## src/rtl/hazard_sched_ctrl_pkg.sv

```systemverilog
// rtl/hazard_sched_ctrl_pkg.sv - shared FSM encodings and parameter defaults for the hazard scheduler
package hazard_sched_ctrl_pkg;

  typedef enum logic [1:0] {
    HS_RUN     = 2'd0,
    HS_MD_BUSY = 2'd1,
    HS_MD_DONE = 2'd2
  } hs_state_e;

  localparam int MD_TIMEOUT_DEFAULT = 64;
  localparam int CNT_W_DEFAULT      = 16;

endpackage

```

## src/rtl/hazard_sched_ctrl_hazard_detect.sv

```systemverilog
// rtl/hazard_sched_ctrl_hazard_detect.sv - combinational load-use comparator between ID sources and an EX load
module hazard_detect (
  input  logic [4:0] id_rs1,
  input  logic [4:0] id_rs2,
  input  logic       id_uses_rs1,
  input  logic       id_uses_rs2,
  input  logic       ex_wb_load,
  input  logic [4:0] ex_wb_rd,
  output logic       load_use
);

  logic rs1_hit;
  logic rs2_hit;

  // x0 never carries a real value, so a load targeting it cannot create a dependency
  assign rs1_hit  = id_uses_rs1 && (id_rs1 == ex_wb_rd);
  assign rs2_hit  = id_uses_rs2 && (id_rs2 == ex_wb_rd);
  assign load_use = ex_wb_load && (ex_wb_rd != 5'd0) && (rs1_hit || rs2_hit);

endmodule

```

## src/rtl/hazard_sched_ctrl.sv

```systemverilog
// rtl/hazard_sched_ctrl.sv - pipeline stall/flush/bubble scheduler with MUL/DIV sequencing and watchdog
// Optional perf counters enabled by defining HAZARD_PERF_CNT_EN.
module hazard_sched_ctrl
  import hazard_sched_ctrl_pkg::*;
#(
  parameter int MD_TIMEOUT = MD_TIMEOUT_DEFAULT,
  parameter int CNT_W      = CNT_W_DEFAULT
) (
  input  logic             clk,
  input  logic             rst,
  input  logic [4:0]       id_rs1,
  input  logic [4:0]       id_rs2,
  input  logic             id_uses_rs1,
  input  logic             id_uses_rs2,
  input  logic             ex_wb_load,
  input  logic [4:0]       ex_wb_rd,
  input  logic             ex_mispredict,
  input  logic             ex_is_muldiv,
  input  logic             md_done,
  output logic             pc_stall,
  output logic             if_id_stall,
  output logic             if_id_flush,
  output logic             id_ex_stall,
  output logic             id_ex_flush,
  output logic             ex_mem_bubble,
  output logic             md_start,
  output logic             md_timeout
`ifdef HAZARD_PERF_CNT_EN
  ,
  output logic [CNT_W-1:0] perf_lu_stalls,
  output logic [CNT_W-1:0] perf_md_stalls,
  output logic [CNT_W-1:0] perf_flushes
`endif
);

  localparam int               WD_LAST_I = (MD_TIMEOUT > 0) ? (MD_TIMEOUT - 1) : 0;
  localparam logic [CNT_W-1:0] WD_LAST   = CNT_W'(WD_LAST_I);
  localparam logic             WD_EN     = (MD_TIMEOUT > 0);

  hs_state_e        state;
  logic [CNT_W-1:0] wd_cnt;
  logic             load_use;
  logic             in_run;
  logic             in_busy;
  logic             take_flush;
  logic             take_start;
  logic             take_lu;

  hazard_detect u_hazard_detect (
    .id_rs1      (id_rs1),
    .id_rs2      (id_rs2),
    .id_uses_rs1 (id_uses_rs1),
    .id_uses_rs2 (id_uses_rs2),
    .ex_wb_load  (ex_wb_load),
    .ex_wb_rd    (ex_wb_rd),
    .load_use    (load_use)
  );

  // Gating with rst keeps every control quiet while reset is held, even if EX still shows a muldiv
  assign in_run     = !rst && (state == HS_RUN);
  assign in_busy    = !rst && (state == HS_MD_BUSY);
  assign take_flush = in_run && ex_mispredict;
  assign take_start = in_run && !ex_mispredict && ex_is_muldiv;
  assign take_lu    = in_run && !ex_mispredict && !ex_is_muldiv && load_use;

  assign pc_stall      = take_start || take_lu || in_busy;
  assign if_id_stall   = take_start || take_lu || in_busy;
  assign if_id_flush   = take_flush;
  assign id_ex_stall   = take_start || in_busy;
  assign id_ex_flush   = take_flush || take_lu;
  assign ex_mem_bubble = take_start || in_busy;
  assign md_start      = take_start;

  always_ff @(posedge clk or posedge rst) begin
    if (rst) begin
      state      <= HS_RUN;
      wd_cnt     <= '0;
      md_timeout <= 1'b0;
    end else begin
      case (state)
        HS_RUN: begin
          if (take_start) begin
            state  <= HS_MD_BUSY;
            wd_cnt <= '0;
          end
        end
        HS_MD_BUSY: begin
          if (md_done) begin
            state <= HS_MD_DONE;
          end else if (WD_EN && (wd_cnt == WD_LAST)) begin
            // Abandon the op; the EX instruction leaves with whatever the unit holds
            md_timeout <= 1'b1;
            state      <= HS_RUN;
          end else if (wd_cnt != '1) begin
            wd_cnt <= wd_cnt + 1'b1;
          end
        end
        HS_MD_DONE: state <= HS_RUN;
        default:    state <= HS_RUN;
      endcase
    end
  end

`ifdef HAZARD_PERF_CNT_EN
  always_ff @(posedge clk or posedge rst) begin
    if (rst) begin
      perf_lu_stalls <= '0;
      perf_md_stalls <= '0;
      perf_flushes   <= '0;
    end else begin
      if (take_lu && (perf_lu_stalls != '1))
        perf_lu_stalls <= perf_lu_stalls + 1'b1;
      if ((take_start || in_busy) && (perf_md_stalls != '1))
        perf_md_stalls <= perf_md_stalls + 1'b1;
      if (take_flush && (perf_flushes != '1))
        perf_flushes <= perf_flushes + 1'b1;
    end
  end
`endif

endmodule

```

## config.mk

```make
export PLATFORM = sky130hd
export DESIGN_NAME = hazard_sched_ctrl
export DESIGN_NICKNAME = d
export VERILOG_FILES = /design/src/rtl/hazard_sched_ctrl_pkg.sv /design/src/rtl/hazard_sched_ctrl_hazard_detect.sv /design/src/rtl/hazard_sched_ctrl.sv
export SDC_FILE = /design/constraint.sdc
export NUM_CORES = 1
export LEC_CHECK = 0
export CAP_MARGIN = 25
export CORE_ASPECT_RATIO = 1.75
export CORE_MARGIN = 3
export CORE_UTILIZATION = 49
export DETAILED_ROUTE_END_ITERATION = 7
export HOLD_SLACK_MARGIN = 0.1
export PLACE_DENSITY = 0.79
export SLEW_MARGIN = 20
export SYNTH_ARGS = -nofsm -noshare
export SYNTH_HDL_FRONTEND = slang
export SYNTH_HIERARCHICAL = 1
export SYNTH_SLANG_ARGS = --single-unit
```

## constraint.sdc

```tcl
create_clock -name clk -period 2.74 [get_ports clk]
set_input_delay 0.685 -clock clk [delete_from_list [all_inputs] [get_ports clk]]
set_output_delay 0.685 -clock clk [all_outputs]
set_load 0.05 [all_outputs]
```

==> results of run 1 <==
-- worst max path at each step --
| stage | startpoint | to | slack [ns] | cells past startpoint |
|---|---|---|---|---|
| 2_1_floorplan | ex_wb_rd[0] | id_ex_flush | -0.24 | 6 |
| 3_3_place_gp | ex_wb_rd[0] | if_id_stall | -0.43 | 10 |
| 3_5_place_dp | ex_wb_rd[0] | pc_stall | -0.51 | 10 |
| 4_1_cts | id_rs1[1] | pc_stall | -0.18 | 10 |
| 5_1_grt | id_rs1[1] | pc_stall | -0.29 | 10 |
| 6_report | id_rs1[1] | pc_stall | -0.17 | 10 |
-- flip-flops by register name, indices dropped and copies added, names as in the netlist --
name	count
md_timeout	1
state	2
wd_cnt	16
-- where the power goes --
group | leakage, nW | internal, mW | switching (mW)
combinational | 0.487 | 0.306 | 0.366
sequential | 0.253 | 0.376 | 0.151
clock | 0.0255 | 0.101 | 0.102
total | 0.765 | 0.783 | 0.620
-- cell usage in the layout, fill, tap and decap left out, types with 2 or more instances in the layout --
cell             netlist  final
dfrtp_1               19     19
nand3_1               17     17
nand2_1               15     15
buf_4                  2      9
inv_1                  8      8
clkdlybuf4s50_1        0      8
nor2_1                 8      7
buf_2                  0      7
o211ai_1               6      6
buf_12                 0      6
nand2b_1               5      5
nor4_1                 7      5
a21oi_1                7      5
xor2_1                 8      5
nand4_1                4      4
o311ai_0               4      4
nor3_1                 5      4
o21ai_0                5      4
buf_6                  0      4
and3_1                 3      3
a21oi_2                1      3
nor4_2                 1      3
clkbuf_8               0      3
xor2_2                 0      3
nor2b_1                2      2
o22ai_1                2      2
o31ai_1                2      2
or4_1                  2      2
dlygate4sd2_1          0      2
xnor2_1                2      2
-- timing repair --
action,4_1_cts,5_1_grt
hold buffers,0,0
pin swaps,14,11
endpoints found under the setup margin,6,6
resized for setup,55,6
setup buffers,1,0
-- metrics by stage --
stage / hold WS, ns / TNS, ns / cell area [um2] / setup slack, ns / instances
finish: 0.498 / -0.806 / 1840 / -0.171 / 219
global route: 0.509 / -1.53 / 1840 / -0.288 / 219
CTS: 0.493 / -0.822 / 1820 / -0.178 / 219
detailed placement: 0.475 / -1.71 / 1770 / -0.511 / 214
global placement: 0.443 / -1.30 / 1770 / -0.435 / 214
floorplan: 0.462 / -0.457 / 1330 / -0.243 / 155
-- kinds of logic (layout without fill, tap and decap cells) --
logic type,after synthesis,count (layout),share of synthesized area (%)
AND/OR/NAND/NOR,76,76,31.7
AO/OA/AOI/OAI,35,35,19.2
flip-flops,19,19,36.4
buffers and inverters,13,51,4.31
XOR/XNOR,10,10,6.71
adder cells (fa/ha/maj),1,1,0.958
multiplexers,1,1,0.766
-- layer usage --
layer	global-route usage (%)	share of wire [%]	up-vias
li1	-	-	654
met3	2.91	6.9	9
met2	47.3	57	73
met1	26.3	34	672
met4	12.7	2.4	0
met5	0	0	-
-- worst max-delay path: cells and delay by family --
kind	cells	cell delay (ns)
AND/OR/NAND/NOR	6	0.93
buffers and inverters	2	0.28
AO/OA/AOI/OAI	1	0.18
XOR/XNOR	1	0.16
-- final cells by class --
type	count	area [um2]	share of cell area (%)
Tap cell	26	32.5	1.77
Timing Repair Buffer	39	413	22.5
Sequential cell	19	475	25.9
Clock inverter	1	5.00	0.272
Clock buffer	3	41.3	2.25
Inverter	8	30.0	1.63
Multi-Input combinational cell	123	841	45.7
==> results, run 1 <==
- The flow ran to the end, but the final reports show violations.
- The final reports fail on negative setup slack.
- For this block, the via count after detailed routing is 1408.
- The worst setup path is of the input port to output pin kind.
- Headroom to the max-slew limit came out at 50.6%.
- The congestion estimate from routability-driven global placement came to 0.934.
- Setup repair after global routing could not meet its margin everywhere.
- For the pin with the worst max-slew slack, the measured transition is 0.740 ns.
- The worst-case setup margin in the final layout is -0.171 ns.
- The most frequent cell after synthesis is dfrtp_1.
- The number of warnings issued by yosys is 6.
- The initial core utilization is 51.8%.
- Entering global routing, the biggest net connects 20 pins.
- Static timing analysis puts the maximum clock frequency at 344 MHz.
- In this run, synthesis produced a sequential element count of 19.
- After detailed routing, the number of remaining DRC violations is 0.
- Summing every instance area after synthesis gives 0.00131 mm2.
- For this run, the leading register cell type out of synthesis is dfrtp_1.
- The cell repeated most along the worst path is nor2_1.
- The worst hold endpoint is md_timeout$_DFFE_PP0P_.
- Input and output buffers added on the ports amount to 30.
- The wire length of the first global-routing pass is 6280 um.
- After floorplanning, the core was sized to cover 0.00252 mm2.
- The H-tree depth is 1.
- After detailed routing, the total wire length is 3900 um.
- The number of buffers created by CTS is 3.
- Detailed placement finished with a half-perimeter wire length of 2830 um.
- The via count of the first global-routing pass is 1441.
- The detailed router finished its first iteration with 64 violations.
- At the worst endpoint, the required time is 2.06 ns.
- The number of enable flip-flop cells after synthesis is 0.
- The capture instance of the worst register-to-register path is wd_cnt[1]$_DFFE_PP0P_.
- Dividing the detail-routed via count by the number of cells gives 6.43.
- The TritonCTS sink count is 19.
- The smallest clock period supported by the final layout is computed as 2.91 ns.
- The worst hold path belongs to the class flop to flop.
- For flop-to-flop paths, the worst setup slack is 0.86 ns.
- Power spread over the standard cell area amounts to 763 mW/mm2.
- The cell at the root of the clock tree is clkbuf_8.
- In this run the critical register-to-register path is launched from wd_cnt[6]$_DFFE_PP0P_.
- In this run, distinct cell masters in the synthesized netlist total 40.
- The final cycle utilization of the critical path is 106%.
- The average wire per cell in the routed design is 17.8 um.
- The sequential element share of the synthesized area is 36.4%.
- The TritonCTS clock tree is yes.
- Global routing finished with a remaining overflow of 0.
- Measured along the y axis, the die boundary spans 74.3 um.
- The total chip power is 1.40 mW.
- The number of rows created at floorplan is 24.
- After filler insertion, the fill cell instance count of the layout stands at 197.
- Along the worst hold path, the cell count comes to 1.
- For the worst flop-to-flop path, the logic depth is 5.
- Sorting the synthesized cells by area gives the leading types as dfrtp_1 36%, nand3_1 6.5%, xor2_1 5.4%.
- The kind of start point of the critical path is an input port.
- The final-report setup violation count is 6.
- The post-synthesis cell count is 155.
- In this run the worst path has a maximum fanout of 2.
- For this run, the slowest stage of the critical path takes 0.28 ns.
- On the critical path, the stage with the largest delay is an instance of nor4_2.
- Counting flops with an async set or reset pin after synthesis yields a share of 100%.
- The total track usage is 25.3%.
- 0 antenna diodes ended up in the layout.
- For this run, the detailed router's first-pass iteration total came to 4.
- The number of nets handed over by synthesis was 179.
- The commonest cells after synthesis are 19 x dfrtp_1, 17 x nand3_1, 15 x nand2_1.
- The worst setup path is captured at an output pin.
- The biggest area consumer among synthesized cells is dfrtp_1.
- At the later pin of the worst-skew pair, clock insertion delay measures 0.27 ns.
- The full die area is 0.00335 mm2.
- The clock input transition at the sequential cells of the worst setup and hold paths is 0.08 ns.
- Across the run, the number of max-cap violations was 0.
- The number of routed nets with antenna violations is 0.
- The initial antenna violation count was 0.
- The signal on the critical path passes through buf_6, xor2_2, nor4_2, nand3_1, a21oi_2, nor2_1, nor2_1, nor2_2, nor3_4, buf_12.
- The mean area per synthesized cell is 8.43 um2.
- The startpoint of the most critical hold path is md_timeout$_DFFE_PP0P_.
- The number of max-slew violations in the final report is 0.
- Of the cells placed in the final design, the portion with a size suffix greater than 1 is 25.4%.
- After synthesis, the largest area contributor takes up 36.4% of total cell area.
- The cell leakage power is 0.765 nW.
- The floorplan step set the die width to 45.0 um.
- The net count of the finished layout is 218.
- The arrival time at the worst endpoint is 2.23 ns.
- The setup skew after layout is 0.00982 ns.
- The number of ports placed on the die boundary is 31.
- The growth of design area from synthesis to finish is 40.7%.
- The post-route core utilization is 72.9%.
- IR analysis of the VDD net gives a maximum drop of 0.435 mV.
- The final count of hold timing violations is 0.
- The longest clock path from root to sink contains 2 buffers.
Power figures use the tool's default switching activity.
==> run 2: changes to the inputs <==
--- a/config.mk
+++ b/config.mk
@@ -9,6 +9,7 @@
 export CORE_ASPECT_RATIO = 1.75
 export CORE_MARGIN = 3
 export CORE_UTILIZATION = 49
+export CTS_CLUSTER_DIAMETER = 200
 export DETAILED_ROUTE_END_ITERATION = 7
 export HOLD_SLACK_MARGIN = 0.1
 export PLACE_DENSITY = 0.79
==> results of run 2 <==
No change in the layout: final DEF, timing and power equal those of run 1.
